==> src/rtl/scaler_chain_param.sv <==
`default_nettype none
// ============================================================================
// Module   : scaler_chain_param
// Desc     : Synchronous binary scaler chain driven by FS01_, with per-stage
//            phase pulses, freeze, coherent two-channel readout, stall alarm.
// Revision : 1.0 - initial release
// ============================================================================
module scaler_chain_param #(
    parameter int NUM_STAGES   = 33,
    parameter int CHAN_WIDTH   = 14,
    parameter int CHAN_A_LSB   = 0,
    parameter int CHAN_B_LSB   = 14,
    parameter int STALL_CYCLES = 1024
) (
    input  logic                  SIM_CLK,
    input  logic                  SIM_RST,
    input  logic                  FS01_,
    input  logic                  FREEZE,
    input  logic                  RCHAT_,
    input  logic                  RCHBT_,
    output logic [NUM_STAGES-2:0] FS,
    output logic [NUM_STAGES-2:0] FA,
    output logic [NUM_STAGES-2:0] FB,
    output logic [CHAN_WIDTH-1:0] CHAN_DATA,
    output logic                  CHAN_VALID,
    output logic                  CHAN_SEL,
    output logic                  STALL
);

    localparam int c_W     = NUM_STAGES - 1;
    localparam int c_CNT_W = $clog2(STALL_CYCLES + 1);
    localparam logic [c_CNT_W-1:0] c_STALL_MAX = c_CNT_W'(STALL_CYCLES);

    if (NUM_STAGES < 3 || NUM_STAGES > 33 || CHAN_WIDTH > c_W ||
        CHAN_A_LSB + CHAN_WIDTH > c_W || CHAN_B_LSB + CHAN_WIDTH > c_W ||
        STALL_CYCLES < 2) begin : g_param_check
        $error("scaler_chain_param: illegal parameter combination");
    end

    logic                  r_fs01_d;
    logic                  r_rcha_d;
    logic                  r_rchb_d;
    logic [c_W-1:0]        r_fs;
    logic [c_W-1:0]        r_fa;
    logic [c_W-1:0]        r_fb;
    logic [CHAN_WIDTH-1:0] r_shadow_b;
    logic                  r_shadow_valid;
    logic                  r_pend_b;
    logic [CHAN_WIDTH-1:0] r_chan_data;
    logic                  r_chan_valid;
    logic                  r_chan_sel;
    logic [c_CNT_W-1:0]    r_stall_cnt;

    logic                  w_adv;
    logic                  w_trans;
    logic                  w_rcha_edge;
    logic                  w_rchb_edge;
    logic                  w_service_b;
    logic [c_W-1:0]        w_fs_inc;

    // FS01_ rising is the falling edge of the active-high stage-1 signal
    assign w_adv       = ~r_fs01_d & FS01_;
    assign w_trans     = r_fs01_d ^ FS01_;
    assign w_rcha_edge = r_rcha_d & ~RCHAT_;
    assign w_rchb_edge = r_rchb_d & ~RCHBT_;
    assign w_service_b = w_rchb_edge | r_pend_b;
    assign w_fs_inc    = r_fs + c_W'(1);

    always_ff @(posedge SIM_CLK) begin
        if (SIM_RST) begin
            r_fs01_d <= 1'b1;
            r_rcha_d <= 1'b1;
            r_rchb_d <= 1'b1;
            r_fs     <= '0;
            r_fa     <= '0;
            r_fb     <= '0;
        end else begin
            r_fs01_d <= FS01_;
            r_rcha_d <= RCHAT_;
            r_rchb_d <= RCHBT_;
            if (w_adv && !FREEZE) begin
                r_fs <= w_fs_inc;
                r_fa <= r_fs & ~w_fs_inc;
                r_fb <= ~r_fs & w_fs_inc;
            end else begin
                r_fa <= '0;
                r_fb <= '0;
            end
        end
    end

    // A read wins a tie; B then follows from the snapshot A just took.
    // Only the B window of the snapshot is ever read back, so only it is held.
    always_ff @(posedge SIM_CLK) begin
        if (SIM_RST) begin
            r_shadow_b     <= '0;
            r_shadow_valid <= 1'b0;
            r_pend_b       <= 1'b0;
            r_chan_data    <= '0;
            r_chan_valid   <= 1'b0;
            r_chan_sel     <= 1'b0;
        end else begin
            r_chan_valid <= 1'b0;
            if (w_rcha_edge) begin
                r_chan_data    <= r_fs[CHAN_A_LSB +: CHAN_WIDTH];
                r_chan_sel     <= 1'b0;
                r_chan_valid   <= 1'b1;
                r_shadow_b     <= r_fs[CHAN_B_LSB +: CHAN_WIDTH];
                r_shadow_valid <= 1'b1;
                if (w_rchb_edge) begin
                    r_pend_b <= 1'b1;
                end
            end else if (w_service_b) begin
                r_chan_data    <= r_shadow_valid ? r_shadow_b
                                                 : r_fs[CHAN_B_LSB +: CHAN_WIDTH];
                r_chan_sel     <= 1'b1;
                r_chan_valid   <= 1'b1;
                r_shadow_valid <= 1'b0;
                r_pend_b       <= 1'b0;
            end
        end
    end

    always_ff @(posedge SIM_CLK) begin
        if (SIM_RST) begin
            r_stall_cnt <= '0;
        end else if (w_trans) begin
            r_stall_cnt <= '0;
        end else if (r_stall_cnt != c_STALL_MAX) begin
            r_stall_cnt <= r_stall_cnt + c_CNT_W'(1);
        end
    end

    assign FS         = r_fs;
    assign FA         = r_fa;
    assign FB         = r_fb;
    assign CHAN_DATA  = r_chan_data;
    assign CHAN_VALID = r_chan_valid;
    assign CHAN_SEL   = r_chan_sel;
    assign STALL      = (r_stall_cnt == c_STALL_MAX);

endmodule
`default_nettype wire

==> config.mk <==
export PLATFORM = sky130hd
export DESIGN_NAME = scaler_chain_param
export DESIGN_NICKNAME = d
export VERILOG_FILES = /design/src/rtl/scaler_chain_param.sv
export SDC_FILE = /design/constraint.sdc
export NUM_CORES = 1
export LEC_CHECK = 0
export CAP_MARGIN = 0
export CORE_MARGIN = 8
export CORE_UTILIZATION = 46
export CTS_CLUSTER_SIZE = 40
export DETAILED_ROUTE_END_ITERATION = 10
export GPL_TIMING_DRIVEN = 0
export MAX_ROUTING_LAYER = met4
export PLACE_DENSITY_LB_ADDON = 0.25
export SLEW_MARGIN = 20
export SYNTH_ARGS = -nofsm -noshare
export SYNTH_HDL_FRONTEND = slang
export SYNTH_SLANG_ARGS = --single-unit
==> constraint.sdc <==
create_clock -name SIM_CLK -period 2.1 [get_ports SIM_CLK]
set_clock_uncertainty 0.2 [all_clocks]
set_input_delay 0.315 -clock SIM_CLK [delete_from_list [all_inputs] [get_ports SIM_CLK]]
set_output_delay 0.315 -clock SIM_CLK [all_outputs]
set_load 0.005 [all_outputs]
==> summary.md <==
| Metric | Value |
|---|---|
| Die Span Y | `130.1 um` |
| Min-delay worst type | `flip-flop to flip-flop` |
| FILL cells | `1006` |
| Synth top area share | `0.4749` |
| Layout cell share with drive strength beyond 1 | `0.1755` |
| Compound-cell area share of the yosys netlist | `0.1229` |
| Final setup viols | `1` |
| First-pass GRT wire length | `28.78 mm` |
| Overflow after GRT | `0` |
| HPWL after DPL | `12.99 mm` |
| Post-synth EDFFs | `0` |
| Synth area leaders | `dfxtp_1 (47%), ha_1 (14%), and3_1 (7.2%)` |
| Final cycle utilization of the critical path | `1.064` |
| Worst hold stages | `1` |
| Max FO, Critical Path | `2` |
| Root Buffer | `clkbuf_16` |
| All-Layer GR Usage | `0.2289` |
| Initial DRC count | `435` |
| Largest net degree at the start of global routing | `17` |
| Reg2reg path depth | `5` |
| Fin. Hold Viols | `0` |
| Clk slew on worst S/H paths | `0.06 ns` |
| Top_reg_cell synth | `dfxtp_1` |
| Number of synthesis warnings | `0` |
| Status | `finished, violations left` |
| Via density | `5.541` |
| IO buf count | `118` |
| Final Util | `0.6669` |
| Hold_sp | `r_shadow_b[6]` |
| Hold Crit Endpoint | `r_shadow_b[6]` |
| DIE AREA | `16920 sq um` |
| PwrDens | `726.1 nW/um^2` |
| Worst Tran Pin Value | `0.6970 ns` |
| Worst Path Arrival | `1.72 ns` |
| Mapped cell area | `5986 sq um` |
| CP required | `1.58 ns` |
| Setup TNS | `-0.1344 ns` |
| Cell Area, Placed | `7390 sq um` |
| Max cap viols | `0` |
| Number of global-route vias before repair | `5459` |
| Adder-Cell Fraction of Synth Area | `0.1380` |
| Row count | `41` |
| Crit Path Class | `flip-flop to output pin` |
| Synth Area in XOR/XNOR | `0.004390` |
| Syn Inst Count | `604` |
| CTS sink cnt | `142` |
| Worst R2R Setup Slack | `0.07 ns` |
| Avg Synthesized Cell Area | `9.910 sq um` |
| Antenna viol nets, final | `0` |
| Final #Nets | `834` |
| DRC errors left | `0` |
| Area growth syn-to-layout | `41.18%` |
| Die span in x | `130.1 um` |
| Yosys reg bits | `142` |
| Final min period | `2.234 ns` |
| Clk_lat worst skew | `0.42 ns` |
| Yosys top cell by area | `dfxtp_1` |
| Routed length per instance | `19.45 um` |
| Multiplexer share of the synthesized area | `0.001672` |
| Final worst slack | `-0.1344 ns` |
| Crit end category | `output pin` |
| Slew Viols, Final | `0` |
| Fin Hold WS | `0.2820 ns` |
| Top cells by instance count after synthesis | `dfxtp_1 (142), and3_1 (69), ha_1 (66), nor2_1 (43), inv_1 (39)` |
| Reg2reg end | `FS[31]` |
| Most common cell in the netlist | `dfxtp_1` |
| Main combinational cell family by area after synthesis | `simple AND/OR/NAND/NOR gates` |
| Net Count, Synth | `676` |
| Leak Pwr | `3.652 nW` |
| Largest buffer count on any clock path | `2` |
| # IOs | `119` |
| Post-synth cell types | `43` |
| Reg-to-reg critical path startpoint | `FS[18]` |
| Diodes inserted | `0` |
| Htree depth | `4` |
| Slew HR | `0.5353` |
| Via count | `5247` |
| Seq/Total Area, Yosys | `0.4749` |
| Worst vdd ir | `0.4647 mV` |
| Core box area | `12670 sq um` |
| Simple-gate share of the synthesized area | `0.2040` |
| Synth async-reset ratio | `0` |
| Initial antenna violation count | `0` |
| Post-Route WL | `18.42 mm` |
| RSZ-0062 raised after global routing | `yes` |
| Failing checks | `setup timing` |
| Fin area | `8451 sq um` |
| TritonCTS buffer count | `17` |
| First-pass DRT Iterations | `5` |
| Achievable clock frequency | `0.4475 GHz` |
| Startpoint Class | `flip-flop` |
| Gpl congestion | `0.9270` |
| CTS tree | `done` |
| Initial Util | `0.4724` |
[layout make-up]
type                            count  area, sq um  share of cell area
Sequential cell                   142         2905              0.3438
Inverter                           39        146.4             0.01732
Multi-Input combinational cell    380         3069              0.3632
Timing Repair Buffer              140         1358              0.1606
Tap cell                          172        215.2             0.02547
Clock buffer                       26        519.2             0.06145
Clock inverter                      6        55.05            0.006515
Buffer                             42        182.7             0.02162
[critical path: stages, from the launching register on]
cell     delay [ns]
dfxtp_2        0.33
inv_2          0.08
ha_4           0.13
or4b_4         0.48
nor3_4         0.15
buf_2          0.14
[flip-flops by register name, summed over array words and instances (netlist names)]
name	flops
r_rcha_d	1
CHAN_DATA	14
FA	32
FB	32
r_rchb_d	1
r_shadow_b	14
CHAN_VALID	1
CHAN_SEL	1
r_shadow_valid	1
r_pend_b	1
FS	32
r_stall_cnt	11
r_fs01_d	1
[power breakdown]
part / switching [W] / total, W / internal, W
sequential: 0.0000607 / 0.00280 / 0.00274
clock: 0.00109 / 0.00290 / 0.00181
combinational: 0.000243 / 0.000436 / 0.000193
[cells by family (layout without fill, tap and decap cells)]
kind of cell	count (synthesis)	in the layout
AND/OR/NAND/NOR	218	218
flip-flops	142	142
AO/OA/AOI/OAI	92	92
buffers and inverters	82	253
adder cells (fa/ha/maj)	66	66
XOR/XNOR	3	3
multiplexers	1	1
[routing by layer]
| metal | up-vias | track usage | wire (um) |
|---|---|---|---|
| met5 | - | - | 0 |
| met1 | 2542 | 0.2617 | 7829 |
| met4 | 0 | 0.08402 | 323 |
| met3 | 34 | 0.06079 | 1116 |
| li1 | 2479 | - | - |
| met2 | 192 | 0.3784 | 9147 |
[how the worst max path moves through the flow]
stage                   startpoint      to  slack [ns]  cells past startpoint
floorplan                    FS[1]  FS[20]        0.02                      6
global placement             FS[1]  FS[20]       -0.55                      6
detailed placement           FS[1]  FS[20]       -0.57                      6
CTS                 r_stall_cnt[0]   STALL       -0.12                      5
global route        r_stall_cnt[0]   STALL       -0.21                      5
finish              r_stall_cnt[0]   STALL       -0.13                      5
[metrics by stage]
stage	instances	setup WS (ns)	power, W
CTS	943	-0.1244	0.006164
finish	947	-0.1344	0.006136
global route	947	-0.2070	0.006328
detailed placement	894	-0.5748	0.003261
floorplan	604	0.01525	0.003061
global placement	894	-0.5548	0.003251
[cell usage in the layout, fill, tap and decap left out, drive strengths merged, types with 17 or more instances in the layout]
master / n
dfxtp: 142
inv: 39
a211oi: 31
clkbuf: 57
or3: 17
and3: 69
nand2: 30
nor2: 43
clkdlybuf4s50: 117
ha: 66
buf: 34
[repair_timing]
action / CTS / global route
setup buffers: 18 / 4
setup endpoints to repair: 60 / 27
hold buffers: 0 / 0
gates resized for setup: 71 / 28
pin swaps: 7 / 15
gates cloned: 0 / 0
Power figures use the tool's default switching activity.
==> patch 1 (same flow settings) <==
Set the parameter `STALL_CYCLES` to 512 (it was 1024).
--- a/src/rtl/scaler_chain_param.sv
+++ b/src/rtl/scaler_chain_param.sv
@@ -12,3 +12,3 @@
     parameter int CHAN_B_LSB   = 14,
-    parameter int STALL_CYCLES = 1024
+    parameter int STALL_CYCLES = 512
 ) (
Formal check against the unedited RTL: no difference found for any inputs over 10 cycles, from zero or initial values and one cycle with SIM_RST high; that may be too few to reach the edited logic, so the function may still have changed.
==> patch 1 against the unedited design <==
- wire length increased by 0.56%
- power rose by 6.3%
- largest power group unchanged
- cell area increased by 1.6%
- non-clock buffer count increased by 13
- via count grew 1.0%
- core utilization is 1.6 points higher
- the run still ends with setup timing left
- register-to-register slack lost 0.12 ns
- worst setup slack improved by 0.020 ns
- sequential cell count decreased by 1
- area after synthesis decreased by 1.3%
- fmax is 0.91% higher
==> patch 1: results <==
{
  "yosysSeqAreaShare_pct": 47.8,
  "proportion_of_register_bits_with_asynchronous_set_or_reset_after_synthesis_pct": 0,
  "outcome": "finished, violations left",
  "grt_antenna_before_repair": 0,
  "worst_path_largest_cell_delay_ns": 0.48,
  "cts_root_buf": "clkbuf_16",
  "failing_checks": "setup timing",
  "vias_in_the_first_global_route": 5263,
  "launch_instance_of_the_worst_register_to_register_path": "FS[12]$_SDFFE_PP0P_",
  "power.sequential.total_uw": 2780,
  "hpwl_um": 12400,
  "port-buffer-count": 118,
  "power.clock.fraction_pct": 50.6,
  "starting_drt_drc_count": 389,
  "cts.reportedPaths.clkPinSlew_ns": 0.06,
  "insertedDiodeCount": 0,
  "ys_top_cells_by_area": "dfxtp_1, ha_1, and3_1",
  "route.layer.met1.wl_um": 7810,
  "cts-htree-levels": 4,
  "cts_buffers": 17,
  "total_negative_slack_for_setup_checks_ns": -0.179,
  "cpLargestDelayFamily": "simple AND/OR/NAND/NOR gates",
  "max_slew_margin_pct": 58.1,
  "synth.distinct_cells": 42,
  "fin_cells": 951,
  "via_per_inst": 5.57,
  "path_max_fanout": 2,
  "cts-root-to-sink-buffers": 2,
  "post-route-worst-setup-slack_ns": -0.114,
  "wire_length_of_the_first_global_routing_pass_um": 28300,
  "hold_path.startpoint": "r_shadow_b[9]$_SDFFE_PP0P_",
  "vdd_ir_drop_max_mv": 0.510,
  "met3_wirelength_um": 1310,
  "highest-signal-layer": "met4",
  "dpl.cell_count": 884,
  "internal_power_uw": 5070,
  "worst_ep_arrival_time_ns": 1.70,
  "placement.cell_area_um2": 7310,
  "cellLeakagePower_uw": 0.00370,
  "wl_met2_um": 8930,
  "setup-violations-final": 3,
  "report.power.total_uw": 6520,
  "grt_usage_pct": 22.4,
  "hold_path.class": "reg2reg",
  "post_synth_net_total": 666,
  "post_drt_wl_per_cell_um": 19.5,
  "layout-drive-gt1-share_pct": 19.8,
  "gpl.final_weighted_congestion": 0.872,
  "detailedPlace.worstSlack_ns": -0.614,
  "post_synth_most_frequent_cells": "dfxtp_1, ha_1, and3_1, nor2_1, inv_1",
  "synthCells": 594,
  "cp-startpoint": "r_stall_cnt[1]$_SDFFE_PP0N_",
  "design.final.nets": 839
}
==> patch 1: cell count changes in the layout (fill, tap and decap cells not counted), sizes merged, moves of 3 or more <==
cell / delta
and2: -3
and3: -5
nor4: +3
nand4: +3
nor3: -3
nor2: +4
clkbuf: -7
bufinv: +4
nand2: -3
clkinvlp: +3
buf: +13
==> patch 1: final cells by class <==
class                      count  area (µm²)
clock inverter                12         193
tap                          172         215
buffer                        42         183
clock buffer                  19         453
multi-input combinational    374        3030
inverter                      38         143
timing repair buffer         153        1470
fill                         978        3980
sequential                   141        2910
==> patch 1: cell families (layout without fill, tap and decap cells) <==
logic type	after synthesis	after routing	share of synthesized area [%]
flip-flops	141	141	47.8
AND/OR/NAND/NOR	213	214	19.9
adder cells (fa/ha/maj)	66	66	14.0
AO/OA/AOI/OAI	90	90	12.5
XOR/XNOR	3	3	0.445
multiplexers	1	1	0.169
buffers and inverters	80	264	5.29
==> patch 1: path summary, 6_finish.rpt <==
| path | endpoint | slack (ns) | cells past startpoint |
|---|---|---|---|
| setup / recovery | STALL | -0.11 | 5 |
| hold / removal | r_shadow_b[9]$_SDFFE_PP0P_ | 0.28 | 1 |
| setup reg to reg | FS[15]$_SDFFE_PP0P_ | -0.05 | 7 |
| hold reg to reg | r_shadow_b[9]$_SDFFE_PP0P_ | 0.28 | 1 |
==> patch 1: metal layers <==
| layer | vias to the layer above | global-route usage [%] |
|---|---|---|
| met5 | - | - |
| met4 | 0 | 8.91 |
| met3 | 37 | 5.14 |
| met2 | 222 | 36.4 |
| met1 | 2559 | 26.4 |
| li1 | 2483 | - |
==> patch 1: repair_timing <==
item	CTS	global route
resized for setup	70	39
buffers inserted	14	21
setup endpoints to repair	56	33
cloned	1	0
pin swaps	10	16
==> patch 2 (same flow settings) <==
Without the edit above. Make the reset (`SIM_RST`) asynchronous in 3 clocked blocks.
--- a/src/rtl/scaler_chain_param.sv
+++ b/src/rtl/scaler_chain_param.sv
@@ -68,3 +68,3 @@
 
-    always_ff @(posedge SIM_CLK) begin
+    always_ff @(posedge SIM_CLK or posedge SIM_RST) begin
         if (SIM_RST) begin
@@ -93,3 +93,3 @@
     // Only the B window of the snapshot is ever read back, so only it is held.
-    always_ff @(posedge SIM_CLK) begin
+    always_ff @(posedge SIM_CLK or posedge SIM_RST) begin
         if (SIM_RST) begin
@@ -123,3 +123,3 @@
 
-    always_ff @(posedge SIM_CLK) begin
+    always_ff @(posedge SIM_CLK or posedge SIM_RST) begin
         if (SIM_RST) begin
Formal check against the unedited RTL: differs if SIM_RST is asserted again (counterexample within 4 cycles, from zero or initial values and one cycle with SIM_RST high); with SIM_RST held inactive, the same outputs for 10 cycles.
==> patch 2 against the unedited design <==
- the run still ends with setup timing left
- clock power grew 6%
- final cell count is 2.6% higher
- die area is 8.1% higher
- power grew 12%
- cell area up 8.2%
- worst setup slack gained 0.0074 ns
- critical path depth down 2
- wire length fell by 2.2%
- sequential cell count did not move
- area after synthesis up 9.2%
==> patch 2: results <==
{
  "outcome": "finished, violations left",
  "failing_checks": "setup timing",
  "route.vias.total": 5091,
  "detailedPlace.worstSlack_ns": -0.466,
  "total_negative_slack_for_setup_checks_ns": -0.127,
  "fillerInstances": 1055,
  "launch_instance_of_the_worst_register_to_register_path": "FS[0]$_DFFE_PP0P_",
  "post_synth_most_frequent_cells": "dfrtp_1, nand2_1, ha_1, and2_1, o21ai_1",
  "max_slew_margin_pct": 65.0,
  "timing.critical_path.slowest_stage_cell": "or4_4",
  "via_per_inst": 5.24,
  "maxCapViolCount": 0,
  "grt_util_met2_pct": 33.0,
  "vias_in_the_first_global_route": 5366,
  "wire_length_of_the_first_global_routing_pass_um": 28900,
  "design.final.nets": 850,
  "worst-r2r-cell-count": 6,
  "timing.reg2reg.setup_slack_ns": 0.09,
  "whs_ns": 0.0422,
  "dpl.cell_count": 909,
  "vdd_ir_drop_max_mv": 0.612,
  "hold_path.class": "in2async",
  "cellLeakagePower_uw": 0.00421,
  "layout-drive-gt1-share_pct": 17.2,
  "gr-usage-met1_pct": 25.2,
  "grt_use_met3_pct": 5.79,
  "crit-reg2reg-capture": "FS[14]$_DFFE_PP0P_",
  "largest_net_degree_at_the_start_of_global_routing": 33,
  "setup-violations-final": 1,
  "met3_wirelength_um": 972,
  "placement.cell_area_um2": 8060,
  "synth.distinct_cells": 38,
  "grt_usage_pct": 20.9,
  "post-route-worst-setup-slack_ns": -0.127,
  "wl_met2_um": 8970,
  "synthCells": 606,
  "gpl.final_weighted_congestion": 0.898,
  "proportion_of_register_bits_with_asynchronous_set_or_reset_after_synthesis_pct": 100,
  "starting_drt_drc_count": 342,
  "yosysSeqAreaShare_pct": 54.4,
  "worst_path_largest_cell_delay_ns": 0.56,
  "ys_top_cells_by_area": "dfrtp_1, ha_1, and2_1"
}
patch 2: cells by family (layout without fill, tap and decap cells):
kind of cell             after synthesis  count (layout)  synth area share [%]
AND/OR/NAND/NOR                      233             233                  19.8
flip-flops                           142             142                  54.4
AO/OA/AOI/OAI                         89              89                  8.44
buffers and inverters                 72             258                  4.17
adder cells (fa/ha/maj)               65              65                  12.4
XOR/XNOR                               3               3                 0.402
multiplexers                           2               2                 0.306
patch 2: power breakdown:
part / switching, µW / internal [µW]
Combinational: 404 / 425
Clock: 1200 / 1860
Sequential: 133 / 2850
Total: 1730 / 5130
patch 2: critical path, delay by kind of cell, from the launching register on:
kind | cells | cell delay [ns]
buffers and inverters | 1 | 0.14
and+or+nand+nor | 2 | 0.75
DFF | 1 | 0.39
patch 2: what timing repair did:
item	in CTS	in global routing
endpoints found under the setup margin	75	46
pin swaps	3	1
gates resized for setup	49	30
setup buffers	13	20
patch 2: layout make-up:
type                    count  area (µm²)  area share, %
plain buffers              28         129           1.41
clock buffers              17         425           4.65
clock inverters            15         173           1.89
inverters                  42         161           1.77
multi-input cells         392        2910           31.8
flip-flops and latches    142        3580           39.2
well taps                 180         225           2.46
repair buffers            156        1540           16.8
patch 2: how the worst max path moves through the flow:
| stage | start | to |
|---|---|---|
| 2_1_floorplan | SIM_RST | CHAN_DATA[0]$_DFFE_PP0P_ |
| 3_3_place_gp | SIM_RST | FA[19]$_DFF_PP0_ |
| 3_5_place_dp | FS01_ | FS[12]$_DFFE_PP0P_ |
| 4_1_cts | r_stall_cnt[6]$_DFFE_PP0P_ | STALL |
| 5_1_grt | r_stall_cnt[4]$_DFFE_PP0P_ | STALL |
| 6_report | r_stall_cnt[4]$_DFFE_PP0P_ | STALL |
